File: config.mk
export PLATFORM = sky130hd
export DESIGN_NAME = pipe_hazard_ctrl
export DESIGN_NICKNAME = d
export VERILOG_FILES = /design/src/rtl/pipe_hazard_ctrl.sv
export SDC_FILE = /design/constraint.sdc
export NUM_CORES = 1
export LEC_CHECK = 0
export CORE_MARGIN = 10
export CORE_UTILIZATION = 25
export CTS_BUF_LIST = sky130_fd_sc_hd__clkbuf_4
export CTS_CLUSTER_DIAMETER = 30
export DETAILED_ROUTE_END_ITERATION = 10
export GPL_ROUTABILITY_DRIVEN = 0
export PLACE_DENSITY = 0.55
export SYNTH_ARGS = -nofsm -noshare
export SYNTH_HDL_FRONTEND = slang
export SYNTH_SLANG_ARGS = --single-unit
export TNS_END_PERCENT = 20
File: constraint.sdc
create_clock -name CLK -period 3.25 [get_ports CLK]
set_input_delay 0.975 -clock CLK [delete_from_list [all_inputs] [get_ports CLK]]
set_output_delay 0.975 -clock CLK [all_outputs]
set_load 0.05 [all_outputs]
File: src/rtl/pipe_hazard_ctrl.sv
// Stall/flush sequencer for the 5-stage RV32I pipeline: load-use bubbles, PC redirects, memory freeze.
// Optional perf counters enabled by defining PIPE_HAZARD_CTRL_PERF_EN.
module pipe_hazard_ctrl #(
    parameter int unsigned FLUSH_CYCLES = 2
) (
    input  logic        CLK,
    input  logic        RST,
    input  logic        D_VALID,
    input  logic [4:0]  D_REG_S1,
    input  logic [4:0]  D_REG_S2,
    input  logic        D_USE_S2,
    input  logic        A_VALID,
    input  logic        A_IS_LOAD,
    input  logic [4:0]  A_REG_D,
    input  logic        A_DO_JMP,
    input  logic [31:0] A_NEW_PC,
    input  logic        MEM_BUSY,
    output logic        STALL_F,
    output logic        STALL_D,
    output logic        STALL_A,
    output logic        FLUSH_D,
    output logic        FLUSH_A,
    output logic        PC_WE,
    output logic [31:0] PC_NEW,
    output logic        BUSY
`ifdef PIPE_HAZARD_CTRL_PERF_EN
    ,
    output logic [31:0] PERF_STALL_CNT,
    output logic [31:0] PERF_FLUSH_CNT,
    output logic [31:0] PERF_LU_CNT
`endif
);

    localparam int unsigned CNT_W = 3;
    localparam int unsigned PC_W  = 32;

    typedef enum logic [1:0] {
        ST_RUN      = 2'd0,
        ST_FLUSH    = 2'd1,
        ST_MEM_WAIT = 2'd2
    } state_e;

    state_e             state_q, state_d;
    logic [CNT_W-1:0]   cnt_q, cnt_d;
    logic               pend_jmp_q, pend_jmp_d;
    logic [PC_W-1:0]    pend_pc_q, pend_pc_d;

    logic               jmp_c;
    logic               hazard_c;
    logic               redir_c;
    logic [PC_W-1:0]    redir_pc_c;
    logic               lu_c;

    assign jmp_c    = A_VALID & A_DO_JMP;
    assign hazard_c = A_VALID & A_IS_LOAD & (A_REG_D != 5'd0) & D_VALID &
                      ((D_REG_S1 == A_REG_D) | (D_USE_S2 & (D_REG_S2 == A_REG_D)));

    // Next-state and output decode; outputs are forced low while reset is held.
    always_comb begin
        state_d    = state_q;
        cnt_d      = cnt_q;
        pend_jmp_d = pend_jmp_q;
        pend_pc_d  = pend_pc_q;
        STALL_F    = 1'b0;
        STALL_D    = 1'b0;
        STALL_A    = 1'b0;
        FLUSH_D    = 1'b0;
        FLUSH_A    = 1'b0;
        PC_WE      = 1'b0;
        PC_NEW     = '0;
        BUSY       = 1'b0;
        redir_c    = 1'b0;
        redir_pc_c = '0;
        lu_c       = 1'b0;

        case (state_q)
            ST_RUN: begin
                if (MEM_BUSY) begin
                    STALL_F = 1'b1;
                    STALL_D = 1'b1;
                    STALL_A = 1'b1;
                    state_d = ST_MEM_WAIT;
                    if (jmp_c) begin
                        pend_jmp_d = 1'b1;
                        pend_pc_d  = A_NEW_PC;
                    end
                end else if (jmp_c) begin
                    redir_c    = 1'b1;
                    redir_pc_c = A_NEW_PC;
                end else if (hazard_c) begin
                    STALL_F = 1'b1;
                    STALL_D = 1'b1;
                    FLUSH_A = 1'b1;
                    lu_c    = 1'b1;
                end
            end
            ST_FLUSH: begin
                BUSY    = 1'b1;
                FLUSH_D = 1'b1;
                if (MEM_BUSY) begin
                    STALL_F = 1'b1;
                end else begin
                    cnt_d = cnt_q - CNT_W'(1);
                    if (cnt_q == CNT_W'(1)) begin
                        state_d = ST_RUN;
                    end
                end
            end
            ST_MEM_WAIT: begin
                BUSY = 1'b1;
                if (MEM_BUSY) begin
                    STALL_F = 1'b1;
                    STALL_D = 1'b1;
                    STALL_A = 1'b1;
                end else if (pend_jmp_q) begin
                    redir_c    = 1'b1;
                    redir_pc_c = pend_pc_q;
                    pend_jmp_d = 1'b0;
                    pend_pc_d  = '0;
                end else begin
                    state_d = ST_RUN;
                end
            end
            default: begin
                state_d = ST_RUN;
            end
        endcase

        // The redirect response is shared by a live jump in RUN and a held jump leaving MEM_WAIT.
        if (redir_c) begin
            PC_WE   = 1'b1;
            PC_NEW  = redir_pc_c;
            FLUSH_D = 1'b1;
            FLUSH_A = 1'b1;
            if (FLUSH_CYCLES > 1) begin
                cnt_d   = CNT_W'(FLUSH_CYCLES - 1);
                state_d = ST_FLUSH;
            end else begin
                state_d = ST_RUN;
            end
        end

        if (!RST) begin
            STALL_F = 1'b0;
            STALL_D = 1'b0;
            STALL_A = 1'b0;
            FLUSH_D = 1'b0;
            FLUSH_A = 1'b0;
            PC_WE   = 1'b0;
            PC_NEW  = '0;
            BUSY    = 1'b0;
            lu_c    = 1'b0;
        end
    end

    always_ff @(posedge CLK or negedge RST) begin
        if (!RST) begin
            state_q    <= ST_RUN;
            cnt_q      <= '0;
            pend_jmp_q <= 1'b0;
            pend_pc_q  <= '0;
        end else begin
            state_q    <= state_d;
            cnt_q      <= cnt_d;
            pend_jmp_q <= pend_jmp_d;
            pend_pc_q  <= pend_pc_d;
        end
    end

`ifdef PIPE_HAZARD_CTRL_PERF_EN
    logic [31:0] perf_stall_q, perf_flush_q, perf_lu_q;

    // Event counters; natural 32-bit wrap.
    always_ff @(posedge CLK or negedge RST) begin
        if (!RST) begin
            perf_stall_q <= '0;
            perf_flush_q <= '0;
            perf_lu_q    <= '0;
        end else begin
            if (STALL_F) perf_stall_q <= perf_stall_q + 32'd1;
            if (PC_WE)   perf_flush_q <= perf_flush_q + 32'd1;
            if (lu_c)    perf_lu_q    <= perf_lu_q + 32'd1;
        end
    end

    assign PERF_STALL_CNT = perf_stall_q;
    assign PERF_FLUSH_CNT = perf_flush_q;
    assign PERF_LU_CNT    = perf_lu_q;
`endif

endmodule

Word-level counts from Yosys, hierarchy flattened:

Cells that the tools add are included.

* input bits: 55
* logic and storage cells: 89
* output and inout bits: 39
* register bits after elaboration: 38

* bitwise operators: 7
* equality and inequality tests: 15
* add/sub/neg operators: 1
* multiplexer cells: 52
* reductions and logical operators: 10

Operators with widths (count)
* 2-to-1 mux 32 bit: 10
* one-hot mux 32 bit (2 select lines): 2
* 2-to-1 mux 1 bit: 26
* inequality test 3 bit, second input constant: 5
* 2-to-1 mux 2 bit: 6
* equality test 5 bit: 2
* AND reduction 5 bit: 2
* 2-to-1 mux 3 bit: 3
* inequality test 2 bit, second input constant: 4
* one-hot mux 1 bit (2 select lines): 4
* AND 1 bit: 6
* one-hot mux 2 bit (3 select lines): 1
* nonzero test 5 bit: 1
* AND reduction 4 bit: 1
* nonzero test 2 bit: 2
* OR reduction 2 bit: 2
* equality test 3 x 1 -> 1 bit, second input constant: 1
* subtractor 3 x 1 -> 3 bit, second input constant: 1
* equality test 2 x 1 -> 1 bit, second input constant: 1
* equality test 2 bit, second input constant: 1
* zero test 2 bit: 1
* inequality test 2 x 1 -> 1 bit, second input constant: 1
* AND reduction 2 bit: 1
* bitwise OR 1 bit: 1

Logic depth before layout (Yosys ltp):

Gate-level depths: netlist (run 1).

* word-level depth: 10
* mapped depth: 9
* depth with buffers taken out: 7

Worst setup path after synthesis (run 1):

OpenSTA, ideal clock, no wires.

* path type: input -> output
* start point: input MEM_BUSY
* end point: output PC_NEW[10]
* data required time: 2.275 ns
* cell stages on the path: 5
* data arrival time: 2.458 ns
* path slack: -0.183 ns
* path buffers: 2
* path through: and3b_1 clkbuf_1 clkbuf_1 a22oi_1 nor2b_1

* longest elaborated chain between the ends: 4
* elaborated cells on any way between the ends: 8
* classes of those cells: mux: 8

Ends and longest elaborated chain
* from (decl): line 17 `input logic MEM_BUSY,`
* 2-to-1 mux 32 bit, or another cell as far along: line 111 `if (MEM_BUSY) begin`
* one-hot mux 32 bit (2 select lines) or one-hot mux 1 bit (2 select lines) (tied branches): line 76 `case (state_q)`
* 2-to-1 mux 32 bit (*): line 130 `if (redir_c) begin`
* 2-to-1 mux 32 bit (*): line 143 `if (!RST) begin`
* to (decl): line 24 `output logic [31:0] PC_NEW,`

Every way passes the cells marked *; elsewhere a longest branch is shown, timed or not.

Worst setup path after layout (run 1):

* start point: input A_IS_LOAD
* end point: output STALL_F

* longest elaborated chain between the ends: 9

Ends and longest elaborated chain
* from (decl): line 13 `input logic A_IS_LOAD,`
* AND 1 bit (4 in a row): line 55 `assign hazard_c = A_VALID & A_IS_LOAD & (A_REG_D != 5'd0) & D_VALID &`
* 2-to-1 mux 1 bit: line 90 `end else if (hazard_c) begin`
* 2-to-1 mux 1 bit: line 87 `end else if (jmp_c) begin`
* 2-to-1 mux 1 bit: line 78 `if (MEM_BUSY) begin`
* one-hot mux 1 bit (2 select lines): line 76
* 2-to-1 mux 1 bit: line 143
* to (decl): line 18 `output logic STALL_F,`

No other way between the ends.

==> impl_metrics.ini, run 1 <==
[outcome]
status = completed

[sta]
fin_skew_ns = 0.0103
max_freq_mhz = 312
setup_viol = 0
rsz0062_at_grt = yes
maxSlewViolCount = 0
hold_viol_final = 0
setup_slack_ns = 0.0463
fin_crit_sh = 0.986
worst_slew_pin_slew_ns = 0.360
fin_crit_ns = 3.20
hold_ws_ns = 0.510
relSlewSlack = 0.760

[logic_synthesis]
syn_area_sq_um = 2270
syn_area_per_cell_sq_um = 10.0
synth_area_leaders = dfrtp_1 (42%), a22o_1 (12%), a22oi_1 (11%), nor2b_1 (9.4%), xnor2_1 (3.9%)
synthDistinctLibCells = 34
yosysWarnings = 0
ys_ff_latch = 38
yosys.area.top_type_share = 0.418
syn-num-nets = 288
synth_top_area_cell = dfrtp_1
synthCells = 227
yosysSeqAreaShare = 0.418

[clock_network]
post_cts_buffers = 0
htreeDepth = 2
cts.sink_count = 38
clk_pin_slew_worst_paths_ns = 0.11
cts_buffers = 5
cts_tree = built
cts-root-buf = clkbuf_4
ctsHoldBuffers = 0
cts_buffer_depth = 2
clock_latency_ns = 0.34

[worst_setup_path]
reg2reg_depth = 9
critPathLaunch = A_IS_LOAD
rr_startpoint = state_q[0]
cp_max_fo = 3
worstReg2RegEnd = cnt_q[0]
crit_path_end_kind = output pin
cp_data_arrival_time_ns = 2.23
rrSetupSlack_ns = 1.31
worstSetupStartpointType = input pin
crit_type = input pin to output pin
worstPathRequired_ns = 2.27

[hold_path]
min_to = pend_pc_q[16]
min_path_cells = 1
hold_start = pend_pc_q[16]
hp-class = register to register

[route]
drc = 0
first_pass_iters = 6
vias = 2180
drtIter0Drc = 88
routed_wirelength_microns = 7610
viasPerCell = 5.00
detail-route-antenna-nets = 0
wl_per_cell_microns = 17.5

[power_and_ir_drop]
p_switching_uw = 921
netSwitchingFraction = 0.397
pwr-share-seq = 0.350
p_int_uw = 1400
p_leak_uw = 0.00163
clkPwrFrac = 0.106
power_density_nw_per_um2 = 593
p_comb_frac = 0.544
peakVddDrop_uv = 184

[die]
core_sq_um = 8810
die_w_microns = 115
core.rowCount = 34
ios = 94
die_h_microns = 115
die-area_sq_um = 13300
initial_utilization = 0.258

[place]
post-place-ws_ns = -0.319
dpl_cell_area_sq_um = 3810
io_buffers = 93
dp_hpwl_microns = 5590
place_inst = 428

[layout]
final_nets = 388
drive_gt1_frac = 0.287
antenna_cells = 0
n_fill_cell = 852
postLayoutCoreUtil = 0.444
synthToLayoutAreaGrowth_pct = 71.8
stdcell_count = 436
finalInstanceArea_sq_um = 3910

[grt]
grt_max_degree = 49
antenna_found_initial = 0
grt_pass1_vias = 2280
grt_usage = 0.116
overflow = 0
grt_pass1_wl_microns = 12400

[run]
drv_cap = 0
repair_timing:
action,in CTS,in global routing
gates resized for setup,28,14
gates cloned,0,0
pin swaps,15,7
endpoints found under the setup margin,37,36
state kept, by name (all words and copies together) (netlist names):
register	count
pend_pc_q	32
cnt_q	3
pend_jmp_q	1
state_q	2
through the flow:
| step | TNS (ns) | total power (uW) |
|---|---|---|
| after CTS | -0.0269 | 2330 |
| after floorplan | -4.53 | 1520 |
| after global routing | -0.0386 | 2480 |
| after detailed placement | -8.96 | 2060 |
| final | 0 | 2320 |
| after global placement | -7.74 | 2050 |
synth_stat cells:
| cell type | number |
|---|---|
| a41o_1 | 2 |
| nor2b_1 | 34 |
| buf_6 | 2 |
| nand2b_1 | 1 |
| clkbuf_1 | 17 |
| xnor2_1 | 10 |
| o211a_1 | 1 |
| nand3_1 | 4 |
| o22a_1 | 1 |
| and4b_1 | 1 |
| mux2i_1 | 2 |
| nand4b_1 | 1 |
| or2_4 | 1 |
| o32a_1 | 1 |
| nand2_1 | 6 |
| a22oi_1 | 34 |
| nor2_1 | 8 |
| dfrtp_1 | 38 |
| o22ai_1 | 1 |
| a21oi_1 | 2 |
| nor3_1 | 1 |
| nor3_2 | 1 |
| a22o_1 | 32 |
| nand4_1 | 2 |
| nand3b_1 | 2 |
| o21ai_0 | 5 |
| inv_1 | 4 |
| o211ai_1 | 1 |
| ha_1 | 6 |
| buf_2 | 1 |
| and2_1 | 2 |
| nor4b_1 | 1 |
| and3b_1 | 1 |
| o2bb2ai_1 | 1 |
layer usage:
layer | GRT usage | up-vias | wire length (microns)
li1 | - | 1041 | -
met1 | 0.155 | 1044 | 3600
met2 | 0.169 | 87 | 3210
met3 | 0.0490 | 8 | 737
met4 | 0.0253 | 0 | 61
met5 | 0 | - | 0
area by class of cell:
class | instances | area [sq um] | share of cell area
multi-input cells | 165 | 1280 | 0.328
well taps | 108 | 135 | 0.0346
clock inverters | 2 | 8.76 | 0.00224
inverters | 4 | 15.0 | 0.00384
repair buffers | 113 | 1470 | 0.376
flip-flops and latches | 38 | 951 | 0.243
clock buffers | 6 | 45.0 | 0.0115
power groups by stage:
stage          logic, uW  registers (uW)  clock network, uW
2_1_floorplan        722             796                  0
6_report            1260             810                246
5_1_grt             1360             835                282
3_5_place_dp        1260             806                  0
4_1_cts             1270             806                254
3_3_place_gp        1240             810                  0
cells by family (layout without fill, tap and decap cells):
family	Yosys count	count (layout)	synth area share
AOI/OAI and AO/OA	81	81	0.282
and+or+nand+nor	66	66	0.172
DFF	38	38	0.418
buffers and inverters	24	125	0.0468
xor gates and xnor gates	10	10	0.0385
adders and majority gates	6	6	0.0330
muxes	2	2	0.00881
how the worst max path moves through the flow:
stage | end | cells past startpoint
floorplan | PC_NEW[16] | 5
global placement | PC_NEW[6] | 6
detailed placement | STALL_F | 7
CTS | STALL_F | 7
global route | STALL_F | 7
finish | STALL_F | 6
layout by cell type (no fill, tap or decap), types with 2 or more instances in the layout:
cell type,instances
clkdlybuf4s50_1,35
nor2_2,2
ha_1,5
buf_4,17
a22oi_1,34
clkbuf_4,6
buf_12,40
dlygate4sd2_1,14
nand4_1,2
a41o_1,2
a21oi_2,2
nor2b_2,16
mux2i_1,2
nor2b_1,18
o21ai_0,5
nor2_1,6
nand2_1,6
inv_1,4
nand3b_1,2
xnor2_1,10
clkdlybuf4s15_1,2
a22o_1,32
nand3_1,4
dfrtp_1,38
critical path: stages:
cell and delay [ns]:
clkdlybuf4s50_1 0.48, nand4b_1 0.12, a21oi_2 0.18, nand3_1 0.12, a21oi_2 0.19, buf_12 0.16
(Power assumes the default switching activity.)
==> inputs of run 2 (changes only) <==
Settings changed: CAP_MARGIN set to 40.
==> results of run 2 <==
Final layout, timing and power as in run 1 (identical DEF).
==> inputs of run 3 (changes only) <==
Settings changed: CORE_MARGIN 10 to 2.
==> run 3 against run 2 <==
Effect of this change:
- the run now ends with setup timing left
- clock power shrank 4%
- combinational power about the same
- routed wire length fell by 9.8%
- highest routed layer unchanged
- power grew 0.11%
- register-to-register slack got worse by 0.05 ns
- clock-buffer cell count unchanged
- worst hold slack worse by 0.0028 ns
- utilization rose by 1.0 points
- critical path type unchanged
==> impl_metrics.ini, run 3 (synthesized netlist as in run 1, its figures left out) <==
[power_and_ir_drop]
power_density_nw_per_um2 = 583
p_leak_uw = 0.00166
peakVddDrop_uv = 187

[route]
first_pass_iters = 4
detail-route-antenna-nets = 0
vias = 2164
drtIter0Drc = 109
wl_per_cell_microns = 15.6
viasPerCell = 4.91
drc = 0
routed_wirelength_microns = 6870

[die]
core_sq_um = 8760
die_w_microns = 99.4
ios = 94
core.rowCount = 34
initial_utilization = 0.259
die_h_microns = 99.4
die-area_sq_um = 9870

[clock_network]
post_cts_buffers = 0
cts-root-buf = clkbuf_4
cts_buffer_depth = 2
cts_buffers = 5
ctsHoldBuffers = 0
clock_latency_ns = 0.34
clk_pin_slew_worst_paths_ns = 0.09
cts_tree = built
cts.sink_count = 38
htreeDepth = 2

[sta]
setup_viol = 1
fin_crit_ns = 3.26
fin_crit_sh = 1.00
relSlewSlack = 0.823
rsz0062_at_grt = yes
worst_slew_pin_slew_ns = 0.262
hold_viol_final = 0
hold_ws_ns = 0.508
setup_slack_ns = -0.00724
maxSlewViolCount = 0
max_freq_mhz = 307
fin_skew_ns = 0.0188

[grt]
grt_max_degree = 39
grt_usage = 0.142
grt_pass1_wl_microns = 11300
grt_pass1_vias = 2314
overflow = 0
antenna_found_initial = 0

[place]
post-place-ws_ns = -0.325
dp_hpwl_microns = 4930
io_buffers = 93

[hold_path]
min_path_cells = 1
min_to = pend_pc_q[6]
hp-class = register to register
hold_start = pend_pc_q[6]

[layout]
final_common_cell = buf_12
n_fill_cell = 841
synthToLayoutAreaGrowth_pct = 74.9
top_register = pend_pc_q
largest_reg_flops = 32
final_cell_mix = buf_12 (41), dfrtp_1 (38), clkdlybuf4s50_1 (36)
reg_top3 = pend_pc_q: 32 flops, cnt_q: 3 flops, state_q: 2 flops
final_nets = 393
drive_gt1_frac = 0.303
antenna_cells = 0

[worst_setup_path]
worstSetupStartpointType = input pin
rr_startpoint = state_q[1]
worstReg2RegEnd = cnt_q[0]
crit_path_end_kind = output pin
cp_max_fo = 2
cp_data_arrival_time_ns = 2.28
rrSetupSlack_ns = 1.26
critPathLaunch = D_REG_S2[0]
worstPathRequired_ns = 2.27
reg2reg_depth = 9
crit_type = input pin to output pin

[run]
drv_cap = 0

[outcome]
violations = setup timing
status = complete, but fails checks
run 3: through the flow:
| stage | instances | area [sq um] | total power [uW] | TNS [ns] | utilization |
|---|---|---|---|---|---|
| floorplan | 227 | 2290 | 1520 | -4.53 | - |
| global placement | 432 | 3860 | 2040 | -8.53 | 0.440 |
| detailed placement | 432 | 3860 | 2050 | -9.65 | 0.440 |
| CTS | 441 | 3950 | 2320 | 0 | 0.451 |
| global route | 441 | 3980 | 2490 | -0.135 | 0.454 |
| finish | 441 | 3980 | 2320 | -0.00724 | 0.454 |
run 3: timing repair:
action	4_1_cts	5_1_grt
gates resized for setup	37	7
pin swaps	15	2
setup endpoints to repair	37	25
gates cloned	1	0
run 3: final cells by class:
type | instances | area, sq um | share of cell area
sequential | 38 | 951 | 0.239
clock buffer | 6 | 45.0 | 0.0113
multi-input combinational | 165 | 1290 | 0.324
timing repair buffer | 118 | 1530 | 0.385
clock inverter | 2 | 8.76 | 0.00220
inverter | 4 | 15.0 | 0.00378
tap | 108 | 135 | 0.0340
run 3: worst max-delay path: stages:
cell and delay, ns:
clkdlybuf4s50_1 0.47, xnor2_1 0.11, nand2_1 0.08, o22ai_2 0.15, buf_4 0.14, a41o_1 0.21
buf_12 0.14
run 3: how the worst max path moves through the flow:
stage,slack (ns),cells past startpoint,end
after floorplan,-0.18,5,PC_NEW[16]
after global placement,-0.28,6,PC_NEW[20]
after detailed placement,-0.33,6,FLUSH_A
after CTS,0.006,7,FLUSH_A
after global routing,-0.05,7,FLUSH_A
final,-0.007,7,FLUSH_A
run 3: metal layers:
layer | GRT usage | routed length, microns | vias up
li1 | - | - | 1057
met1 | 0.196 | 3140 | 1020
met2 | 0.219 | 3180 | 75
met3 | 0.0344 | 434 | 12
met4 | 0.0474 | 111 | 0
met5 | 0 | 0 | -
run 3: report_power, final:
part	switching, uW	internal, uW	total [uW]
logic	631	638	1270
clock network	148	89.7	237
registers	131	683	814
